--- src/rtl/fp_div_seq.sv ---
// Sequential binary32 divider (radix-2 restoring), fp_Z = fp_X / fp_Y, all operand classes.
// Latency: done pulses 29 cycles after the start cycle (UNPACK 1, DIVIDE 26, ROUND 1, DONE 1).
// Backpressure: none; start is only taken in IDLE and ignored while busy or in DONE.
module fp_div_seq #(
    parameter int QBITS = 26
) (
    input  logic        clk,
    input  logic        rst,
    input  logic        start,
    input  logic [31:0] fp_X,
    input  logic [31:0] fp_Y,
    input  logic [2:0]  r_mode,
    output logic        busy,
    output logic        done,
    output logic [31:0] fp_Z,
    output logic        ovrf,
    output logic        udrf,
    output logic        div_zero,
    output logic        nv
);

    typedef enum logic [2:0] {S_IDLE, S_UNPACK, S_DIVIDE, S_ROUND, S_DONE} state_t;

    typedef struct packed {
        logic ovrf;
        logic udrf;
        logic div_zero;
        logic nv;
    } flags_t;

    localparam logic [4:0] CNT_LAST = 5'(QBITS - 1);

    state_t             state, state_nxt;
    logic [31:0]        x_q, y_q;
    logic [2:0]         mode_q;
    logic               sign_q;
    logic signed [9:0]  exp_q;
    logic [24:0]        rem_q;
    logic [23:0]        my_q;
    logic [QBITS-1:0]   quo_q;
    logic [4:0]         cnt_q;
    logic               spec_vld_q;
    logic [31:0]        spec_z_q;
    flags_t             spec_flg_q;
    flags_t             flg_q;

    always_ff @(posedge clk) begin
        if (rst) state <= S_IDLE;
        else     state <= state_nxt;
    end

    always_comb begin
        state_nxt = state;
        busy      = 1'b0;
        done      = 1'b0;
        case (state)
            S_IDLE:   if (start) state_nxt = S_UNPACK;
            S_UNPACK: begin busy = 1'b1; state_nxt = S_DIVIDE; end
            S_DIVIDE: begin
                busy = 1'b1;
                if (cnt_q == CNT_LAST) state_nxt = S_ROUND;
            end
            S_ROUND:  begin busy = 1'b1; state_nxt = S_DONE; end
            S_DONE:   begin done = 1'b1; state_nxt = S_IDLE; end
            default:  state_nxt = S_IDLE;
        endcase
    end

    // Operand classification and normal-path setup, evaluated in UNPACK.
    logic [7:0]        ex, ey;
    logic              x_zero, y_zero, x_inf, y_inf, x_nan, y_nan, res_sign, shift;
    logic [23:0]       mx, my;
    logic [24:0]       rem_init;
    logic signed [9:0] exp_init;
    logic              spec_vld;
    logic [31:0]       spec_z;
    flags_t            spec_flg;

    always_comb begin
        ex       = x_q[30:23];
        ey       = y_q[30:23];
        x_zero   = (ex == 8'h00);
        y_zero   = (ey == 8'h00);
        x_inf    = (ex == 8'hFF) && (x_q[22:0] == 23'd0);
        y_inf    = (ey == 8'hFF) && (y_q[22:0] == 23'd0);
        x_nan    = (ex == 8'hFF) && (x_q[22:0] != 23'd0);
        y_nan    = (ey == 8'hFF) && (y_q[22:0] != 23'd0);
        res_sign = x_q[31] ^ y_q[31];
        mx       = {1'b1, x_q[22:0]};
        my       = {1'b1, y_q[22:0]};
        shift    = (mx < my);
        rem_init = shift ? {mx, 1'b0} : {1'b0, mx};
        exp_init = $signed({2'b00, ex}) - $signed({2'b00, ey}) + 10'sd127
                   - (shift ? 10'sd1 : 10'sd0);
        spec_vld = 1'b1;
        spec_z   = 32'd0;
        spec_flg = '0;
        if (x_nan || y_nan || (x_zero && y_zero) || (x_inf && y_inf)) begin
            spec_z      = 32'h7FC0_0000;
            spec_flg.nv = 1'b1;
        end else if (x_inf) begin
            spec_z = {res_sign, 8'hFF, 23'd0};
        end else if (y_zero) begin
            spec_z            = {res_sign, 8'hFF, 23'd0};
            spec_flg.div_zero = 1'b1;
        end else if (x_zero || y_inf) begin
            spec_z = {res_sign, 31'd0};
        end else begin
            spec_vld = 1'b0;
        end
    end

    // One restoring step; the remainder stays below 2*my so 25 bits suffice.
    logic        rem_ge;
    logic [24:0] rem_diff, rem_step;

    always_comb begin
        rem_ge   = (rem_q >= {1'b0, my_q});
        rem_diff = rem_q - {1'b0, my_q};
        rem_step = (rem_ge ? rem_diff : rem_q) << 1;
    end

    logic              g_bit, r_bit, s_bit, inc;
    logic [24:0]       sum;
    logic signed [9:0] exp_r, carry_ext;
    logic [22:0]       frac_r;
    logic [31:0]       z_fin;
    flags_t            flg_fin;

    always_comb begin
        g_bit = quo_q[1];
        r_bit = quo_q[0];
        s_bit = |rem_q;
        case (mode_q)
            3'b001:  inc = 1'b0;
            3'b010:  inc = sign_q & (g_bit | r_bit | s_bit);
            3'b011:  inc = ~sign_q & (g_bit | r_bit | s_bit);
            3'b100:  inc = g_bit;
            default: inc = g_bit & (r_bit | s_bit | quo_q[2]);
        endcase
        sum       = {1'b0, quo_q[QBITS-1:2]} + {24'd0, inc};
        carry_ext = {9'd0, sum[24]};
        exp_r     = exp_q + carry_ext;
        // Without a carry the hidden bit sits in sum[23]; with a carry the significand is exactly 1.0.
        frac_r    = sum[23] ? sum[22:0] : 23'd0;
        z_fin     = {sign_q, exp_r[7:0], frac_r};
        flg_fin   = '0;
        if (spec_vld_q) begin
            z_fin   = spec_z_q;
            flg_fin = spec_flg_q;
        end else if (exp_r >= 10'sd255) begin
            flg_fin.ovrf = 1'b1;
            case (mode_q)
                3'b001:  z_fin = {sign_q, 31'h7F7F_FFFF};
                3'b010:  z_fin = sign_q ? 32'hFF80_0000 : 32'h7F7F_FFFF;
                3'b011:  z_fin = sign_q ? 32'hFF7F_FFFF : 32'h7F80_0000;
                default: z_fin = {sign_q, 31'h7F80_0000};
            endcase
        end else if (exp_r <= 10'sd0) begin
            flg_fin.udrf = 1'b1;
            z_fin        = {sign_q, 31'd0};
        end
    end

    always_ff @(posedge clk) begin
        if (rst) begin
            x_q        <= '0;
            y_q        <= '0;
            mode_q     <= '0;
            sign_q     <= 1'b0;
            exp_q      <= '0;
            rem_q      <= '0;
            my_q       <= '0;
            quo_q      <= '0;
            cnt_q      <= '0;
            spec_vld_q <= 1'b0;
            spec_z_q   <= '0;
            spec_flg_q <= '0;
            fp_Z       <= '0;
            flg_q      <= '0;
        end else begin
            case (state)
                S_IDLE: if (start) begin
                    x_q    <= fp_X;
                    y_q    <= fp_Y;
                    mode_q <= r_mode;
                    fp_Z   <= '0;
                    flg_q  <= '0;
                end
                S_UNPACK: begin
                    sign_q     <= res_sign;
                    exp_q      <= exp_init;
                    rem_q      <= rem_init;
                    my_q       <= my;
                    quo_q      <= '0;
                    cnt_q      <= '0;
                    spec_vld_q <= spec_vld;
                    spec_z_q   <= spec_z;
                    spec_flg_q <= spec_flg;
                end
                S_DIVIDE: begin
                    rem_q <= rem_step;
                    quo_q <= {quo_q[QBITS-2:0], rem_ge};
                    cnt_q <= cnt_q + 5'd1;
                end
                S_ROUND: begin
                    fp_Z  <= z_fin;
                    flg_q <= flg_fin;
                end
                default: ;
            endcase
        end
    end

    assign ovrf     = flg_q.ovrf;
    assign udrf     = flg_q.udrf;
    assign div_zero = flg_q.div_zero;
    assign nv       = flg_q.nv;

endmodule
--- config.mk ---
export PLATFORM = sky130hd
export DESIGN_NAME = fp_div_seq
export DESIGN_NICKNAME = d
export VERILOG_FILES = /design/src/rtl/fp_div_seq.sv
export SDC_FILE = /design/constraint.sdc
export NUM_CORES = 1
export LEC_CHECK = 0
export BUFFER_PORTS_ARGS = -buffer_cell sky130_fd_sc_hd__clkbuf_2
export CORE_UTILIZATION = 32
export DETAILED_ROUTE_END_ITERATION = 10
export HOLD_SLACK_MARGIN = 0.15
export PLACE_DENSITY = 0.46
export SLEW_MARGIN = 0
export SYNTH_ARGS = -nofsm -noshare
export SYNTH_HDL_FRONTEND = slang
export SYNTH_SLANG_ARGS = --single-unit
--- constraint.sdc ---
create_clock -name clk -period 5.6 [get_ports clk]
set_input_delay 1.68 -clock clk [delete_from_list [all_inputs] [get_ports clk]]
set_output_delay 1.68 -clock clk [all_outputs]
set_load 0.01 [all_outputs]
==> results of run 1 <==
final timing paths:
check,endpoint,slack [ns],start,cells past startpoint
setup / recovery,fp_Z[5]$_SDFFE_PP0P_,0.66,mode_q[2]$_SDFFE_PP0P_,18
hold / removal,my_q[7]$_SDFFE_PP0P_,0.46,my_q[7]$_SDFFE_PP0P_,2
setup reg to reg,fp_Z[5]$_SDFFE_PP0P_,0.66,mode_q[2]$_SDFFE_PP0P_,18
hold reg to reg,my_q[7]$_SDFFE_PP0P_,0.46,my_q[7]$_SDFFE_PP0P_,2
critical path: stages (launching register included):
cell	delay, ns
dfxtp_1	0.47
and3b_1	0.24
ha_1	0.27
nand3b_1	0.11
nor2_1	0.10
nor2_1	0.05
a21oi_1	0.14
ha_1	0.24
ha_1	0.23
and3_1	0.29
nand3_1	0.11
nor3_1	0.34
ha_1	0.27
nand4_1	0.17
nor3_1	0.26
xnor2_1	0.33
o311ai_2	0.34
o211ai_4	0.61
o21ai_0	0.19
power breakdown:
group	internal (mW)	total, mW	switching, mW
Clock	1.03	1.68	0.650
Sequential	1.53	1.65	0.121
Combinational	0.647	1.63	0.980
synthesized netlist by cell type, types with 23 or more instances:
cell type | instances | share of area, %
nand2_1 | 285 | 9.4
dfxtp_1 | 202 | 36
a21oi_1 | 180 | 7.9
nor2_1 | 120 | 4.0
inv_1 | 76 | 2.5
ha_1 | 69 | 7.6
clkbuf_1 | 55 | 1.8
o21ai_0 | 41 | 1.8
xnor2_1 | 33 | 2.5
xor2_1 | 30 | 2.3
a22oi_1 | 27 | 1.8
nor3_1 | 25 | 1.1
a31oi_1 | 23 | 1.3
mux2i_1 | 23 | 2.0
repair_timing:
action,in CTS,in global routing
hold endpoints to repair,0,0
gates resized for setup,0,1
endpoints found under the setup margin,0,23
setup buffers,0,0
stage by stage:
stage / instance area (um^2) / hold slack [ns] / total power [mW] / util [%] / worst slack (ns)
floorplan: 11400 / 0.432 / 2.91 / - / 1.52
global placement: 12300 / 0.438 / 3.31 / 35.3 / 0.375
detailed placement: 12300 / 0.446 / 3.30 / 35.3 / 0.369
CTS: 13100 / 0.455 / 5.00 / 37.7 / 0.342
global route: 13100 / 0.471 / 5.27 / 37.7 / 0.110
finish: 13100 / 0.456 / 4.96 / 37.7 / 0.664
kinds of logic (layout without fill, tap and decap cells):
| logic type | count (synthesis) | after routing |
|---|---|---|
| simple gates | 557 | 557 |
| mux | 25 | 25 |
| buf+inv | 160 | 239 |
| flops | 202 | 202 |
| fa+ha+maj | 72 | 72 |
| other cells | 0 | 1 |
| xor+xnor | 63 | 63 |
| compound gates | 385 | 385 |
area by class of cell:
type                       count  area, um^2
tap                          455         569
inverter                      76         285
multi-input combinational   1102        6710
antenna                        1        2.50
clock buffer                  35         723
timing repair buffer         120         648
clock inverter                 8         119
fill                        3732       21600
sequential                   202        4040
sequential cells by signal, summed over array words and instances (netlist names):
register    count
rem_q          25
y_q            32
quo_q          26
udrf            1
fp_Z           32
nv              1
spec_z_q        3
my_q           24
ovrf            1
exp_q          10
sign_q          1
spec_flg_q      1
x_q            32
mode_q          3
div_zero        1
state           3
spec_vld_q      1
cnt_q           5
per-layer routing:
metal / share of wire, % / wire length (um)
met1: 51 / 17300
met2: 42 / 14100
met3: 5.0 / 1670
met4: 1.5 / 513
met5: 0.069 / 23
==> results.cfg, run 1 <==
[routing]
drt-initial-drc-count = 656
routed_wl_um = 33600
via_per_inst = 5.12
ant_nets = 0
drcViolationCount = 0
vias = 10200
wl_per_cell_um = 16.8
dr.pass1.iters = 5

[setup_path]
critPathKind = register to register
cp.required_ns = 5.99
start_kind = register
end_kind = register
critPathMaxFanout = 23
arrival_ns = 5.32

[synth]
syn_area_um2 = 11400
synth_compound_area_share_pct = 21.2
syn_nets = 1606
synth_top_family_by_area = simple AND/OR/NAND/NOR gates
synth_edf_count = 0
seq_area_frac_synth_pct = 35.6
synth_mux_area_share_pct = 2.29
synth_xor_area_share_pct = 4.85
ys_types = 77
synth-seq-cells = 202
netlist_instances = 1464
synthAdderAreaFrac_pct = 8.12
synth-simple-area-share_pct = 22.1
synth_ff_type = dfxtp_1
async_flop_share_pct = 0
yosysWarnings = 0
syn_avg_cell_area_um2 = 7.76

[grt]
grt_pass1_wl_um = 54200
top_usage_layer = met2
globalRouteMet3Util_pct = 2.80
grtUsageMet2_pct = 27.8
met1_usage_pct = 27.6
grt_util_all_layers_pct = 18.5
gr-total-overflow = 0
grt_antenna_before_repair = 3
grt_pass1_vias = 9724
grt_max_degree = 101

[status]
status = completed

[clock_tree]
numCtsBuffers = 25
cts.root.buffer_cell = clkbuf_16
cts_tree = done
cts.sinks = 202
clockBufferDepth = 3
htreeDepth = 1
clkTransAtPathRegs_ns = 0.06
cts_hold_buf = 0
clk_latency_ns = 0.54

[placed_design]
routabilityCongestion = 0.906
portBuffers = 107
hpwl_um = 23800
dp.cells = 1955

[floorplanning]
fp-row-count = 68
initial_core_util_pct = 32.7
core_um2 = 34700
die_h_um = 190
ios = 108
fp.dieW_um = 190
die_area_um2 = 36300

[sta]
slew_violations = 0
final.setup.tns_ns = 0
fin_crit_ns = 4.94
skew_ns = 0.00862
setup_viol = 0
fmax_mhz = 203
tightestPinTransition_ns = 1.12
hold_violations = 0
rsz0062_at_grt = false
slew_headroom_pct = 25.4
min_period_over_period_pct = 88.2

[layout]
drive_above_1_share_pct = 12.1
nets = 1669
final_common_cell = nand2_1
layout_common_cells = nand2_1 (285), dfxtp_1 (202), a21oi_1 (180), nor2_1 (119), clkbuf_2 (106)
syn_to_final_growth_pct = 15.3
layoutNonFillerInstCount = 1999

[pwr]
ir_drop_mv = 0.205
leakage_nw = 5.21
p_per_area_nw_per_um2 = 378

[flow_run]
drv_cap = 0

[hold_path]
hp-class = register to register
Note: power is estimated with default switching activity, not from simulation.
==> run 2, diff against run 1 <==
Settings changed: REMOVE_ABC_BUFFERS set to 1.
==> results.cfg, run 2 (synthesis gave the netlist of run 1 again) <==
[clock_tree]
cts_hold_buf = 0
cts_setup_buffers = 0
clkTransAtPathRegs_ns = 0.05
clockBufferDepth = 3
ctsResizeCount = 0
cts.sinks = 202
clk_latency_ns = 0.55
cts_tree = done
cts.root.buffer_cell = clkbuf_16
numCtsBuffers = 26
htreeDepth = 1

[status]
status = completed

[layout]
final_cell_area_um2 = 13200
drive_above_1_share_pct = 12.3
syn_to_final_growth_pct = 15.7
diodes = 0
nets = 1671
largestRegisters = fp_Z x32, x_q x32, y_q x32
utilization_pct = 37.9
final_common_cell = nand2_1
layout_common_cells = nand2_1 (285), dfxtp_1 (202), a21oi_1 (180), nor2_1 (119), clkbuf_2 (106)

[routing]
dr.pass1.iters = 8
routed_wl_um = 33900
vias = 10300
drcViolationCount = 0
via_per_inst = 5.13
drt-initial-drc-count = 561
wl_per_cell_um = 16.9
ant_nets = 0

[setup_path]
cp_slowest_stage_delay_ns = 0.49
cp.required_ns = 6.02
slowest_stage = dfxtp_1
cp_num_buf_inv = 1
arrival_ns = 5.31
critPathMaxFanout = 23
crit_family = simple AND/OR/NAND/NOR gates
path_cells = and3b_1 > ha_1 > nand3b_1 > nor2_1 > nor2_1 > a21oi_1 > ha_1 > ha_1 > and3_1 > nand3_1 > nor3_1 > ha_1 > ha_1 > nand3_1 > nor2_1 > xnor2_1 > nor3_1 > nand3_1 > and3_1 > o211ai_2 > buf_4 > o21ai_0
start_kind = register
critPathKind = register to register
end_kind = register
crit_top_cell = ha_1

[hold_path]
hp-class = register to register

[sta]
hold_ws_ns = 0.453
fmax_mhz = 204
hold_violations = 0
fin_crit_ns = 4.89
skew_ns = 0.0293
setup_viol = 0
min_period_over_period_pct = 87.4
slew_violations = 0
final.setup.worst_slack_ns = 0.707
tightestPinTransition_ns = 0.984
slew_headroom_pct = 34.3
rsz0062_at_grt = false

[placed_design]
dp_slack_ns = 0.748
routabilityCongestion = 0.884
portBuffers = 107
dpl-instance-area_um2 = 12200
hpwl_um = 24300

[floorplanning]
ios = 108
die_h_um = 190
initial_core_util_pct = 32.7
fp.dieW_um = 190
die_area_um2 = 36300
fp-row-count = 68
core_um2 = 34700

[grt]
grt_pass1_wl_um = 53800
grt_pass1_vias = 9798
grt_antenna_before_repair = 0
grt_util_all_layers_pct = 18.5
grt_max_degree = 99
gr-total-overflow = 0

[pwr]
leakage_nw = 5.24
p_per_area_nw_per_um2 = 382
ir_drop_mv = 0.230
finalPower_mw = 5.03

[flow_run]
drv_cap = 0
-- run 2: changes by cell type in the layout (fill, tap and decap cells not counted), sizes merged --
| cell | delta |
|---|---|
| buf | +1 |
| clkbuf | +3 |
| diode | -1 |
| clkinv | +1 |
-- run 2: per-stage QoR --
stage	instances	setup TNS, ns
finish	2003	0
global route	2003	0
CTS	2003	0
detailed placement	1956	0
global placement	1956	0
floorplan	1380	-28.92
-- run 2: metal layers --
layer,wire (um),GRT usage (%),up-vias
met5,0,0,-
met4,805,4.52,0
met3,1210,2.12,53
met2,15200,30.6,207
met1,16600,25.4,4764
li1,-,-,5249
-- run 2: final cells by class --
cell class	count	area [um^2]
fillers	3739	21600
multi-input cells	1102	6690
flip-flops and latches	202	4040
clock buffers	38	776
repair buffers	121	659
well taps	455	569
inverters	76	285
clock inverters	9	135
-- run 2: final timing paths --
| path | startpoint | end | slack [ns] | cells after the start |
|---|---|---|---|---|
| setup / recovery | mode_q[2]$_SDFFE_PP0P_ | fp_Z[3]$_SDFFE_PP0P_ | 0.71 | 22 |
| hold / removal | my_q[15]$_SDFFE_PP0P_ | my_q[15]$_SDFFE_PP0P_ | 0.45 | 2 |
| setup reg to reg | mode_q[2]$_SDFFE_PP0P_ | fp_Z[3]$_SDFFE_PP0P_ | 0.71 | 22 |
| hold reg to reg | my_q[15]$_SDFFE_PP0P_ | my_q[15]$_SDFFE_PP0P_ | 0.45 | 2 |
-- run 2: power by group --
group | leakage [nW] | internal [mW] | total, mW | switching (mW)
Clock | 0.452 | 1.10 | 1.75 | 0.656
Combinational | 3.15 | 0.648 | 1.63 | 0.979
Sequential | 1.64 | 1.53 | 1.65 | 0.120
-- run 2: worst min-delay path: cells and delay by family (launching register included) --
| kind | cells | cell delay (ns) |
|---|---|---|
| and+or+nand+nor | 1 | 0.05 |
| AOI/OAI and AO/OA | 1 | 0.05 |
| DFF | 1 | 0.30 |
